<file path="src/rtl/ram_port_arbiter_pkg.sv">
// Shared types and constants for the RAM port arbiter and its response tag pipeline.
package ram_port_arbiter_pkg;

  typedef struct packed {
    logic live;
    logic isFetch;
  } rspTag_t;

  localparam rspTag_t TAG_NONE  = '{live: 1'b0, isFetch: 1'b0};
  localparam rspTag_t TAG_FETCH = '{live: 1'b1, isFetch: 1'b1};
  localparam rspTag_t TAG_LOAD  = '{live: 1'b1, isFetch: 1'b0};

  // One clock to register the RAM pins plus two clocks of RAM read latency.
  localparam int RSP_LATENCY = 3;

endpackage

</file>
<file path="src/rtl/ram_port_arbiter_if.sv">
// Requester-side bundle: fetch read port and data load/store port with their responses.
interface ram_port_arbiter_if #(
  parameter int dataWidth = 32,
  parameter int addrWidth = 32
);

  logic                 iReqValid;
  logic [addrWidth-1:0] iReqAddr;
  logic                 iReqReady;
  logic                 iRspValid;
  logic [dataWidth-1:0] iRspData;

  logic                 dReqValid;
  logic                 dReqWe;
  logic [addrWidth-1:0] dReqAddr;
  logic [dataWidth-1:0] dReqData;
  logic                 dReqReady;
  logic                 dRspValid;
  logic [dataWidth-1:0] dRspData;

  modport master (
    output iReqValid, iReqAddr, dReqValid, dReqWe, dReqAddr, dReqData,
    input  iReqReady, iRspValid, iRspData, dReqReady, dRspValid, dRspData
  );

  modport slave (
    input  iReqValid, iReqAddr, dReqValid, dReqWe, dReqAddr, dReqData,
    output iReqReady, iRspValid, iRspData, dReqReady, dRspValid, dRspData
  );

endinterface

</file>
<file path="src/rtl/ram_port_arbiter_rsp_tag_pipe.sv">
// Shift register of response tags that tracks which requester owns each RAM read in flight.
module rsp_tag_pipe
  import ram_port_arbiter_pkg::*;
#(
  parameter int depth = RSP_LATENCY
) (
  input  logic    clka,
  input  logic    rsta,
  input  rspTag_t tagIn,
  output logic    iRspValid,
  output logic    dRspValid
);

  rspTag_t stages [depth];

  always_ff @(posedge clka or posedge rsta) begin
    if (rsta) begin
      for (int i = 0; i < depth; i++) begin
        stages[i] <= TAG_NONE;
      end
    end else begin
      stages[0] <= tagIn;
      for (int i = 1; i < depth; i++) begin
        stages[i] <= stages[i-1];
      end
    end
  end

  assign iRspValid = stages[depth-1].live &&  stages[depth-1].isFetch;
  assign dRspValid = stages[depth-1].live && !stages[depth-1].isFetch;

endmodule

</file>
<file path="src/rtl/ram_port_arbiter.sv">
// Arbitrates fetch and data requesters onto the single-port RAM and steers read data back.
module ram_port_arbiter
  import ram_port_arbiter_pkg::*;
#(
  parameter int dataWidth   = 32,
  parameter int addrWidth   = 32,
  parameter int starveLimit = 4
) (
  input  logic                 clka,
  input  logic                 rsta,
  ram_port_arbiter_if.slave    bus,
  output logic [addrWidth-1:0] ramAddr,
  output logic [dataWidth-1:0] ramDin,
  output logic                 ramWe,
  input  logic [dataWidth-1:0] ramDout
);

  localparam int cntWidth = $clog2(starveLimit + 1);
  localparam logic [cntWidth-1:0] cntMax = cntWidth'(starveLimit);

  logic [cntWidth-1:0] starveCnt;
  logic                fetchWins;
  logic                iGrant;
  logic                dGrant;
  rspTag_t             tagIn;

  // Data has priority unless fetch has been starved for starveLimit cycles.
  always_comb begin
    fetchWins = bus.iReqValid && (!bus.dReqValid || starveCnt == cntMax);
    iGrant    = !rsta && fetchWins;
    dGrant    = !rsta && bus.dReqValid && !fetchWins;
    tagIn     = TAG_NONE;
    if (iGrant) begin
      tagIn = TAG_FETCH;
    end else if (dGrant && !bus.dReqWe) begin
      tagIn = TAG_LOAD;
    end
  end

  assign bus.iReqReady = iGrant;
  assign bus.dReqReady = dGrant;
  assign bus.iRspData  = ramDout;
  assign bus.dRspData  = ramDout;

  always_ff @(posedge clka or posedge rsta) begin
    if (rsta) begin
      starveCnt <= '0;
    end else if (iGrant || !bus.iReqValid) begin
      starveCnt <= '0;
    end else if (starveCnt != cntMax) begin
      starveCnt <= starveCnt + 1'b1;
    end
  end

  // Address and data hold when idle so the RAM sees no needless toggling.
  always_ff @(posedge clka or posedge rsta) begin
    if (rsta) begin
      ramAddr <= '0;
      ramDin  <= '0;
      ramWe   <= 1'b0;
    end else if (iGrant) begin
      ramAddr <= bus.iReqAddr;
      ramDin  <= '0;
      ramWe   <= 1'b0;
    end else if (dGrant) begin
      ramAddr <= bus.dReqAddr;
      ramDin  <= bus.dReqData;
      ramWe   <= bus.dReqWe;
    end else begin
      ramWe   <= 1'b0;
    end
  end

  rsp_tag_pipe #(
    .depth(RSP_LATENCY)
  ) tagPipe (
    .clka      (clka),
    .rsta      (rsta),
    .tagIn     (tagIn),
    .iRspValid (bus.iRspValid),
    .dRspValid (bus.dRspValid)
  );

endmodule
</file>
<file path="src/flat_wrapper.sv">
// flat-port wrapper written by rule: the top's interface ports become plain ports
module ram_port_arbiter_flat import ram_port_arbiter_pkg::*;
#(
  parameter int dataWidth   = 32,
  parameter int addrWidth   = 32,
  parameter int starveLimit = 4
)
  (clka, rsta, ramAddr, ramDin, ramWe, ramDout, bus_iReqValid, bus_iReqAddr, bus_dReqValid, bus_dReqWe, bus_dReqAddr, bus_dReqData, bus_iReqReady, bus_iRspValid, bus_iRspData, bus_dReqReady, bus_dRspValid, bus_dRspData);
  ram_port_arbiter_if #(.dataWidth(dataWidth), .addrWidth(addrWidth)) bus_i ();
  input  logic clka;
  input  logic rsta;
  output logic [addrWidth-1:0] ramAddr;
  output logic [dataWidth-1:0] ramDin;
  output logic ramWe;
  input  logic [dataWidth-1:0] ramDout;
  input wire logic [$bits(bus_i.iReqValid)-1:0] bus_iReqValid;
  input wire logic [$bits(bus_i.iReqAddr)-1:0] bus_iReqAddr;
  input wire logic [$bits(bus_i.dReqValid)-1:0] bus_dReqValid;
  input wire logic [$bits(bus_i.dReqWe)-1:0] bus_dReqWe;
  input wire logic [$bits(bus_i.dReqAddr)-1:0] bus_dReqAddr;
  input wire logic [$bits(bus_i.dReqData)-1:0] bus_dReqData;
  output wire logic [$bits(bus_i.iReqReady)-1:0] bus_iReqReady;
  output wire logic [$bits(bus_i.iRspValid)-1:0] bus_iRspValid;
  output wire logic [$bits(bus_i.iRspData)-1:0] bus_iRspData;
  output wire logic [$bits(bus_i.dReqReady)-1:0] bus_dReqReady;
  output wire logic [$bits(bus_i.dRspValid)-1:0] bus_dRspValid;
  output wire logic [$bits(bus_i.dRspData)-1:0] bus_dRspData;
  assign bus_i.iReqValid = bus_iReqValid;
  assign bus_i.iReqAddr = bus_iReqAddr;
  assign bus_i.dReqValid = bus_dReqValid;
  assign bus_i.dReqWe = bus_dReqWe;
  assign bus_i.dReqAddr = bus_dReqAddr;
  assign bus_i.dReqData = bus_dReqData;
  assign bus_iReqReady = bus_i.iReqReady;
  assign bus_iRspValid = bus_i.iRspValid;
  assign bus_iRspData = bus_i.iRspData;
  assign bus_dReqReady = bus_i.dReqReady;
  assign bus_dRspValid = bus_i.dRspValid;
  assign bus_dRspData = bus_i.dRspData;
  ram_port_arbiter #(.dataWidth(dataWidth), .addrWidth(addrWidth), .starveLimit(starveLimit)) u_core (.clka(clka), .rsta(rsta), .bus(bus_i), .ramAddr(ramAddr), .ramDin(ramDin), .ramWe(ramWe), .ramDout(ramDout));
endmodule
</file>
<file path="config.mk">
export PLATFORM = sky130hd
export DESIGN_NAME = ram_port_arbiter_flat
export DESIGN_NICKNAME = d
export VERILOG_FILES = /design/src/rtl/ram_port_arbiter_pkg.sv /design/src/rtl/ram_port_arbiter_if.sv /design/src/rtl/ram_port_arbiter_rsp_tag_pipe.sv /design/src/rtl/ram_port_arbiter.sv /design/src/flat_wrapper.sv
export SDC_FILE = /design/constraint.sdc
export NUM_CORES = 1
export LEC_CHECK = 0
export CAP_MARGIN = 25
export CORE_MARGIN = 2
export CORE_UTILIZATION = 30
export DETAILED_ROUTE_END_ITERATION = 8
export PLACE_DENSITY_LB_ADDON = 0.12
export REMOVE_ABC_BUFFERS = 1
export SLEW_MARGIN = 20
export SYNTH_ARGS = -nofsm -noshare
export SYNTH_HDL_FRONTEND = slang
export SYNTH_SLANG_ARGS = --single-unit
</file>
<file path="constraint.sdc">
create_clock -name clka -period 6.3 [get_ports clka]
set_input_delay 0.63 -clock clka [delete_from_list [all_inputs] [get_ports clka]]
set_output_delay 0.63 -clock clka [all_outputs]
set_load 0.03 [all_outputs]
</file>
==> reports/metrics.cfg, run 1 <==
[clocking]
post_cts_resized=0
clk_latency_ns=0.33
clock-root-buffer=clkbuf_16
cts_buffers=9
cts_tree=yes
cts_hold_buf=0
cts_sinks=74
cts_setup_buffers=0
clockBufferDepth=2
h-tree-depth=3
clkTransAtPathRegs_ns=0.06

[logic_synthesis]
synthCells=368
synthFlopType=dfrtp_1
syn_area_mm2=0.003865
synth_top_area_frac=0.4791
syn_avg_cell_area_um2=10.50
synth.most_common_cell=dfrtp_1
yosys.area.top_type=dfrtp_1
yosys_register_bits=74
synth-edff-count=0
synthDistinctLibCells=29
synth_seq_area_share=0.4791
async_reset_ff_frac=1.000
yosysWarnings=0
synth_area_leaders=dfrtp_1 48%, buf_4 14%, a2bb2oi_1 7.3%
synth_common_cells=74 x dfrtp_1, 71 x buf_4, 34 x o21ai_0, 32 x a2bb2oi_1, 32 x a32oi_1

[sta]
whs_ns=0.3481
hold_viol_final=0
fin_setup_tns_ns=0
timing.slew.headroom=0.4832
finClkSkew_ns=0.003712
final.setup.worst_slack_ns=2.385
drv_slew=0
finalCritPeriodShare=0.6214
min_period_ns=3.915
worst_pin_slew_ns=0.7752
setup_viol_count_final=0
rsz0062_at_grt=false
max_freq_mhz=255.4

[critical_path]
crit_path_start_kind=input pin
crit_path_max_fanout=37
crit_type=in -> out
crit_arrival_ns=3.28
end_kind=output pin
cp.required_ns=5.67

[grt]
track_usage=0.1984
antenna_found_initial=0
grt_overflow=0
grt_max_degree=75
grt_pass1_wl_um=21000
grt_pass1_vias=3498

[place]
place_area_mm2=0.005166
pre_cts_ws_ns=2.392
portBuffers=169
hpwl_um=9540
dp.cells=612
gp_congestion=0.7989

[pwr]
powerDensity_mw_per_mm2=282.4
power_mw=1.571
p_leak_nw=2.212
ir_drop_uv=105.2

[floorplan]
die_h_um=117.5
die_area_mm2=0.01381
pin_count=266
core_area_mm2=0.01262
die_w_um=117.5
initial_core_util=0.3063
rows=41

[routing]
wl_per_cell_um=21.75
dr.pass1.iters=5
drtIter0Drc=193
via_per_inst=5.331
vias=3364
drc=0
ant_nets=0
totalWireLength_um=13720

[final_layout]
fin_area_mm2=0.005562
final_core_util=0.4407
drive_gt1_frac=0.07625
final_nets=589
diodes=0
final-instance-count-excl-fill=631
area_delta_synth_final_pct=43.90

[outcome]
status=completed

[worst_hold_path]
hp-class=reg -> reg

[flow_run]
maxCapViolCount=0

area by class of cell:
| class | instances | area [um^2] |
|---|---|---|
| Fill cell | 1204 | 7058 |
| Sequential cell | 74 | 1852 |
| Timing Repair Buffer | 177 | 1829 |
| Multi-Input combinational cell | 188 | 1321 |
| Clock buffer | 10 | 239.0 |
| Tap cell | 172 | 215.2 |
| Clock inverter | 6 | 88.84 |
| Inverter | 4 | 16.27 |
sequential cells by signal, indices dropped and copies added (netlist names):
signal,count
u_core.tagPipe.stages,6
u_core.ramAddr,32
u_core.ramDin,32
u_core.starveCnt,3
u_core.ramWe,1
placed cells by master, fill, tap and decap left out, types with 2 or more instances in the layout:
master and instances:
clkinv_2 2, a2bb2oi_1 32, bufinv_16 2, buf_12 3, clkbuf_16 9, o21ai_0 34, clkinvlp_4 2, a21oi_1 19
buf_4 3, dfrtp_1 74, clkdlybuf4s50_1 169, buf_16 2, a22o_1 13, nand3_1 19, ha_1 2, a32oi_1 32
inv_1 2, and3_1 3, o21ai_1 18
worst paths after layout:
path                       slack [ns]                        to  depth (start not counted)                startpoint
setup reg to reg                 4.00         u_core.ramDin[26]                          6       u_core.starveCnt[0]
hold / removal                   0.35  u_core.tagPipe.stages[1]                          0  u_core.tagPipe.stages[3]
setup / recovery                 2.39             bus_iReqReady                          5             bus_dReqValid
min in group asynchronous        0.93         u_core.ramAddr[4]                          3                      rsta
max in group asynchronous        4.80         u_core.ramDin[11]                          4                      rsta
hold reg to reg                  0.35  u_core.tagPipe.stages[1]                          0  u_core.tagPipe.stages[3]
power by group:
part	leakage, nW	internal [mW]	total (mW)	switching, mW
combinational	1.14	0.210	0.442	0.231
sequential	0.920	0.536	0.570	0.0346
clock	0.155	0.358	0.559	0.201
total	2.21	1.10	1.57	0.467
logic make-up (layout without fill, tap and decap cells):
group,after synthesis,after routing,share of synthesized area
AOI/OAI and AO/OA,151,151,0.2739
buffers and inverters,106,197,0.1839
DFF,74,74,0.4791
and+or+nand+nor,33,33,0.05148
adders and majority gates,2,2,0.006474
xor gates and xnor gates,1,1,0.002267
muxes,1,1,0.002913
per-layer routing:
metal / global-route usage / wire (um) / vias to the layer above / share of wire
li1: - / - / 1481 / -
met4: 0.04970 / 146 / 2 / 0.011
met3: 0.1400 / 2041 / 16 / 0.15
met5: 0.04779 / 50 / - / 0.0036
met1: 0.2656 / 6094 / 1639 / 0.44
met2: 0.2496 / 5391 / 226 / 0.39
critical path, cell delays in order:
cell and delay (ns):
clkdlybuf4s50_1 0.47, a21bo_2 0.73, nand2_8 0.29, inv_2 0.39, clkdlybuf4s50_1 0.75
No activity file was read; power rests on OpenSTA's default activity.
==> run 2, diff against run 1 <==
==> constraint.sdc (replaced) <==
create_clock -name clka -period 3.5 [get_ports clka]
set_input_delay 0.35 -clock clka [delete_from_list [all_inputs] [get_ports clka]]
set_output_delay 0.35 -clock clka [all_outputs]
set_load 0.03 [all_outputs]
==> run 2 against run 1 <==
  * Cell area fell by 1.7%
  * Die area did not move
  * Critical path type unchanged
  * Global-route usage fell by 0.28 points
  * Power rose by 75%
  * Sequential power rose by 79%
  * Routed wire length rose by 0.37%
  * Utilization fell by 0.75 points
  * Combinational power rose by 78%
  * Sequential cell count did not move
  * Critical path depth did not move
  * Hold slack got worse by 0.0018 ns
==> reports/metrics.cfg, run 2 (synthesis results as in run 1) <==
[outcome]
status=completed

[pwr]
p_int_mw=1.892  ; +71%
p_leak_nw=2.167  ; -2.0%
pwr-share-comb=0.287  ; +0.006
power_mw=2.749  ; +75%
ir_drop_uv=200.7  ; +91%
switching_share=0.3116  ; +0.01451
p_clk_frac=0.342  ; -0.014
power.switching_mw=0.8567  ; +84%
powerDensity_mw_per_mm2=502.9  ; +78%
sequentialPowerShare=0.371  ; +0.008

[critical_path]
cp.required_ns=3.15  ; -2.52 ns
crit_path_max_fanout=37  ; unchanged
slowest_stage=clkdlybuf4s50_1
end_kind=output pin
crit_path_start_kind=input pin
cpMostUsedCell=clkdlybuf4s50_1
crit_type=in -> out
path_cells=clkdlybuf4s50_1, nor2b_2, nand2_8, inv_2, clkdlybuf4s50_1
crit_arrival_ns=2.34  ; -0.94 ns
slowest_delay_ns=0.68  ; -0.07 ns

[final_layout]
fillerInstances=1263  ; +4.9%
final_cell_mix=169 x clkdlybuf4s50_1, 74 x dfrtp_1, 34 x o21ai_0
diodes=0  ; unchanged
largestRegisters=u_core.ramAddr: 32 flops, u_core.ramDin: 32 flops, u_core.tagPipe.stages: 6 flops
drive_gt1_frac=0.07826  ; +0.002008
layout_commonest_cell=clkdlybuf4s50_1
final_nets=590  ; +0.17%
area_delta_synth_final_pct=41.44
fin_area_mm2=0.005466  ; -1.7%

[sta]
finClkSkew_ns=0.005351  ; +0.001639 ns
drv_slew=0  ; unchanged
worst_pin_slew_ns=0.8273  ; +0.05212 ns
min_period_ns=2.691
setup_viol_count_final=0  ; unchanged
finalCritPeriodShare=0.7687
fin_setup_tns_ns=0  ; unchanged
timing.slew.headroom=0.4473  ; -0.03592
rsz0062_at_grt=false
hold_viol_final=0  ; unchanged
max_freq_mhz=371.7

[routing]
dr.pass1.iters=4  ; -1
met2_length_um=5343  ; -0.89%
met1_length_um=5898  ; -3.2%
wl_per_cell_um=21.80  ; +0.21%
top_layer=met5
totalWireLength_um=13780  ; +0.37%
routed-wl-met3_um=2358  ; +16%
via_per_inst=5.198  ; -2.5%
vias=3285  ; -2.3%
drc=0  ; unchanged
ant_nets=0  ; unchanged
drtIter0Drc=234  ; +21%

[worst_hold_path]
hp-class=reg -> reg

[grt]
track_usage=0.1956  ; -0.002752
antenna_found_initial=0  ; unchanged
grt_max_degree=53  ; -29%
grt_overflow=0  ; unchanged
grt_pass1_wl_um=20690  ; -1.5%
grt_pass1_vias=3447  ; -1.5%

[clocking]
cts_hold_buf=0  ; unchanged
cts_tree=yes
cts_buffers=9  ; unchanged
post_cts_resized=0  ; unchanged
clock-root-buffer=clkbuf_16
clk_latency_ns=0.33  ; about the same
cts_sinks=74  ; unchanged
cts_setup_buffers=0  ; unchanged
h-tree-depth=3  ; unchanged
clkTransAtPathRegs_ns=0.06  ; about the same
clockBufferDepth=2  ; unchanged

[flow_run]
maxCapViolCount=0  ; unchanged

[place]
gp_congestion=0.7381  ; -7.6%
place_area_mm2=0.005164  ; about the same
hpwl_um=9299  ; -2.5%
portBuffers=169  ; unchanged

[floorplan]
initial_core_util=0.3063  ; unchanged
core_area_mm2=0.01262  ; unchanged
rows=41  ; unchanged
die_area_mm2=0.01381  ; unchanged
die_w_um=117.5  ; unchanged
pin_count=266  ; unchanged
die_h_um=117.5  ; unchanged

run 2: cell types whose count changed in the layout (fill, tap and decap cells not counted):
cell,previous run,this run
inv_6,1,2
clkinvlp_4,2,4
buf_16,2,0
buf_4,3,9
buf_12,3,0
bufinv_16,2,1
clkinv_2,2,1
clkbuf_8,1,0
run 2: critical path, delay by kind of cell:
| family | cells | cell delay [ns] |
|---|---|---|
| buffers and inverters | 3 | 1.42 |
| and+or+nand+nor | 2 | 0.55 |
run 2: area by class of cell:
class	instances	area, um^2	share of cell area
inverters	4	16.27	0.002976
clock buffers	9	225.2	0.04120
well taps	172	215.2	0.03937
repair buffers	178	1759	0.3218
clock inverters	7	77.57	0.01419
flip-flops and latches	74	1852	0.3388
multi-input cells	188	1321	0.2417
run 2: metrics by stage:
| stage | hold slack [ns] | cells | worst slack [ns] | util |
|---|---|---|---|---|
| after floorplan | 0.3312 | 266 | 0.1604 | - |
| after global placement | 0.3346 | 616 | 0.8658 | 0.4092 |
| after detailed placement | 0.3347 | 616 | 0.8365 | 0.4092 |
| after CTS | 0.3454 | 632 | 0.8187 | 0.4332 |
| after global routing | 0.3510 | 632 | 0.6764 | 0.4332 |
| final | 0.3463 | 632 | 0.8094 | 0.4332 |
run 2: metal layers:
metal / up-vias / GRT usage
met5: - / 0.04779
met4: 2 / 0.04970
met3: 9 / 0.1512
met2: 235 / 0.2500
met1: 1563 / 0.2499
li1: 1476 / -
run 2: power groups by stage:
stage	sequential (mW)	combinational, mW	clock (mW)
5_1_grt	1.03	0.838	1.01
2_1_floorplan	1.23	0.193	0
3_5_place_dp	1.03	0.792	0
4_1_cts	1.02	0.795	0.975
3_3_place_gp	1.03	0.791	0
6_report	1.02	0.788	0.941
run 2: final timing paths:
path | startpoint | endpoint | slack (ns) | cells past startpoint
worst max-delay path | bus_iReqValid | bus_iReqReady | 0.81 | 5
worst min-delay path | u_core.tagPipe.stages[2] | u_core.tagPipe.stages[0] | 0.35 | 0
worst max register to register | u_core.starveCnt[0] | u_core.ramAddr[10] | 1.46 | 6
worst min register to register | u_core.tagPipe.stages[2] | u_core.tagPipe.stages[0] | 0.35 | 0
max in group asynchronous | rsta | u_core.ramAddr[16] | 1.99 | 3
min in group asynchronous | rsta | u_core.ramDin[31] | 0.46 | 2
==> run 3, diff against run 2 <==
==> constraint.sdc (replaced) <==
create_clock -name clka -period 2.5 [get_ports clka]
set_input_delay 0.25 -clock clka [delete_from_list [all_inputs] [get_ports clka]]
set_output_delay 0.25 -clock clka [all_outputs]
set_load 0.03 [all_outputs]
==> run 3 against run 2 <==
  * Sequential power is 40% higher
  * Non-clock buffer count is 2 higher
  * Cell area is 1.1% higher
  * Routed wire length is 0.30% lower
  * Power is 44% higher
  * Die area stayed put
  * Setup slack worse by 0.55 ns
  * Hold slack worse by 0.015 ns
  * Sequential share of layout area is 0.38 points lower
  * Count of clock-buffer cells in the layout is 1 higher
  * Final cell count is 0.32% higher
  * Combinational power is 41% higher
  * Largest power group unchanged
==> reports/metrics.cfg, run 3 (synthesis results as in run 1) <==
[final_layout]
final_core_util=0.4381  ; +0.004957
layout_commonest_cell=clkdlybuf4s50_1
largestRegisters=u_core.ramAddr: 32 flops, u_core.ramDin: 32 flops, u_core.tagPipe.stages: 6 flops
final_nets=592  ; +0.34%
diodes=0  ; unchanged
area_delta_synth_final_pct=43.06
final_cell_mix=168 x clkdlybuf4s50_1, 74 x dfrtp_1, 34 x o21ai_0
drive_gt1_frac=0.08442  ; +0.006155

[sta]
min_period_ns=2.245
hold_viol_final=0  ; unchanged
timing.slew.headroom=0.6214  ; +0.1741
worst_pin_slew_ns=0.5678  ; -0.2595 ns
setup_viol_count_final=0  ; unchanged
final.setup.worst_slack_ns=0.2552  ; -0.5542 ns
rsz0062_at_grt=false
finalCritPeriodShare=0.8979
max_freq_mhz=445.5
drv_slew=0  ; unchanged
whs_ns=0.3311  ; -0.01520 ns
finClkSkew_ns=0.005894  ; +0.0005435 ns
fin_setup_tns_ns=0  ; unchanged

[clocking]
cts_setup_buffers=0  ; unchanged
clockBufferDepth=2  ; unchanged
clkTransAtPathRegs_ns=0.06  ; about the same
h-tree-depth=3  ; unchanged
cts_hold_buf=0  ; unchanged
clk_latency_ns=0.33  ; about the same
cts_tree=yes
post_cts_resized=0  ; unchanged
cts_sinks=74  ; unchanged
clock-root-buffer=clkbuf_16
cts_buffers=9  ; unchanged

[grt]
track_usage=0.1949  ; -0.0006868
antenna_found_initial=0  ; unchanged
grt_pass1_wl_um=20600  ; -0.40%
grt_pass1_vias=3377  ; -2.0%
grt_max_degree=60  ; +13%
grt_overflow=0  ; unchanged

[critical_path]
critPathBufInv=2  ; -1
cpLargestDelayFamily=buffers and inverters
slowest_delay_ns=0.67  ; about the same
end_kind=output pin
slowest_stage=clkdlybuf4s50_1
cp.required_ns=2.25  ; -0.90 ns
crit_arrival_ns=1.99  ; -0.35 ns
crit_path_max_fanout=5  ; -86%
crit_path_start_kind=flop
path_cells=inv_1, ha_1, and3_2, nor2_4, clkdlybuf4s50_1
crit_type=reg -> out

[pwr]
pwr-share-comb=0.280  ; -0.007
sequentialPowerShare=0.361  ; -0.010
p_leak_nw=2.207  ; +1.8%
switching_share=0.2977  ; -0.01389
powerDensity_mw_per_mm2=715.5  ; +42%
ir_drop_uv=318.4  ; +59%
p_int_mw=2.778  ; +47%
power.switching_mw=1.178  ; +37%
p_clk_frac=0.358  ; +0.016

[routing]
drtIter0Drc=165  ; -29%
totalWireLength_um=13730  ; -0.30%
dr.pass1.iters=4  ; unchanged
vias=3371  ; +2.6%
ant_nets=0  ; unchanged
drc=0  ; unchanged
wl_per_cell_um=21.66  ; -0.61%
via_per_inst=5.317  ; +2.3%

[floorplan]
pin_count=266  ; unchanged
core_area_mm2=0.01262  ; unchanged
die_area_mm2=0.01381  ; unchanged
die_w_um=117.5  ; unchanged
die_h_um=117.5  ; unchanged
initial_core_util=0.3063  ; unchanged
rows=41  ; unchanged

[flow_run]
maxCapViolCount=0  ; unchanged

[worst_hold_path]
hp-class=in -> async

[place]
gp_congestion=0.7756  ; +5.1%
pre_cts_ws_ns=0.3990  ; -0.4375 ns
portBuffers=169  ; unchanged
hpwl_um=9372  ; +0.79%

[outcome]
status=completed

-- run 3: cell count changes in the layout (fill, tap and decap cells not counted), sizes merged --
cell and change:
buf +3, clkinvlp -2, bufinv +1, clkbuf +1
clkdlybuf4s50 -1, clkinv +1, inv -1
-- run 3: stage by stage --
step / cells / total power, mW / area [um^2]
final: 634 / 3.956 / 5529
after global routing: 634 / 4.144 / 5529
after CTS: 634 / 4.016 / 5529
after detailed placement: 618 / 2.567 / 5201
after global placement: 618 / 2.560 / 5201
after floorplan: 266 / 1.997 / 3169
-- run 3: per-layer routing --
| layer | GRT usage | share of wire | wire length (um) | up-vias |
|---|---|---|---|---|
| met1 | 0.2615 | 0.44 | 6078 | 1653 |
| met3 | 0.1444 | 0.16 | 2132 | 14 |
| met2 | 0.2416 | 0.39 | 5329 | 222 |
| li1 | - | - | - | 1480 |
| met4 | 0.04443 | 0.010 | 142 | 2 |
| met5 | 0.04779 | 0.0036 | 50 | - |
-- run 3: final cells by class --
cell class / instances / area (um^2)
tap: 172 / 215.2
timing repair buffer: 180 / 1797
fill: 1243 / 7091
clock inverter: 6 / 88.84
clock buffer: 10 / 239.0
sequential: 74 / 1852
multi-input combinational: 188 / 1321
inverter: 4 / 16.27
-- run 3: power by group through the flow --
stage                     Combinational, mW  Clock (mW)  Sequential [mW]
after floorplan                       0.271           0             1.73
after global placement                 1.11           0             1.45
after detailed placement               1.12           0             1.45
after CTS                              1.12        1.47             1.43
after global routing                   1.18        1.52             1.45
final                                  1.11        1.42             1.43
-- run 3: worst paths after layout --
check                                               from                        to  slack (ns)  cells past startpoint
worst max-delay path                 u_core.starveCnt[0]             bus_dReqReady        0.26                      5
worst min-delay path                                rsta         u_core.ramAddr[4]        0.33                      2
worst max register to register       u_core.starveCnt[0]         u_core.ramAddr[6]        0.63                      6
worst min register to register  u_core.tagPipe.stages[4]  u_core.tagPipe.stages[2]        0.35                      0
max in group asynchronous                           rsta  u_core.tagPipe.stages[0]        1.53                      3
min in group clka               u_core.tagPipe.stages[4]  u_core.tagPipe.stages[2]        0.35                      0
-- run 3: worst register-to-register path: stages (launching register included) --
cell and delay [ns]:
dfrtp_1 0.38, inv_1 0.09, ha_1 0.25, and3_2 0.25
buf_4 0.48, o21ai_0 0.15, a2bb2oi_1 0.19
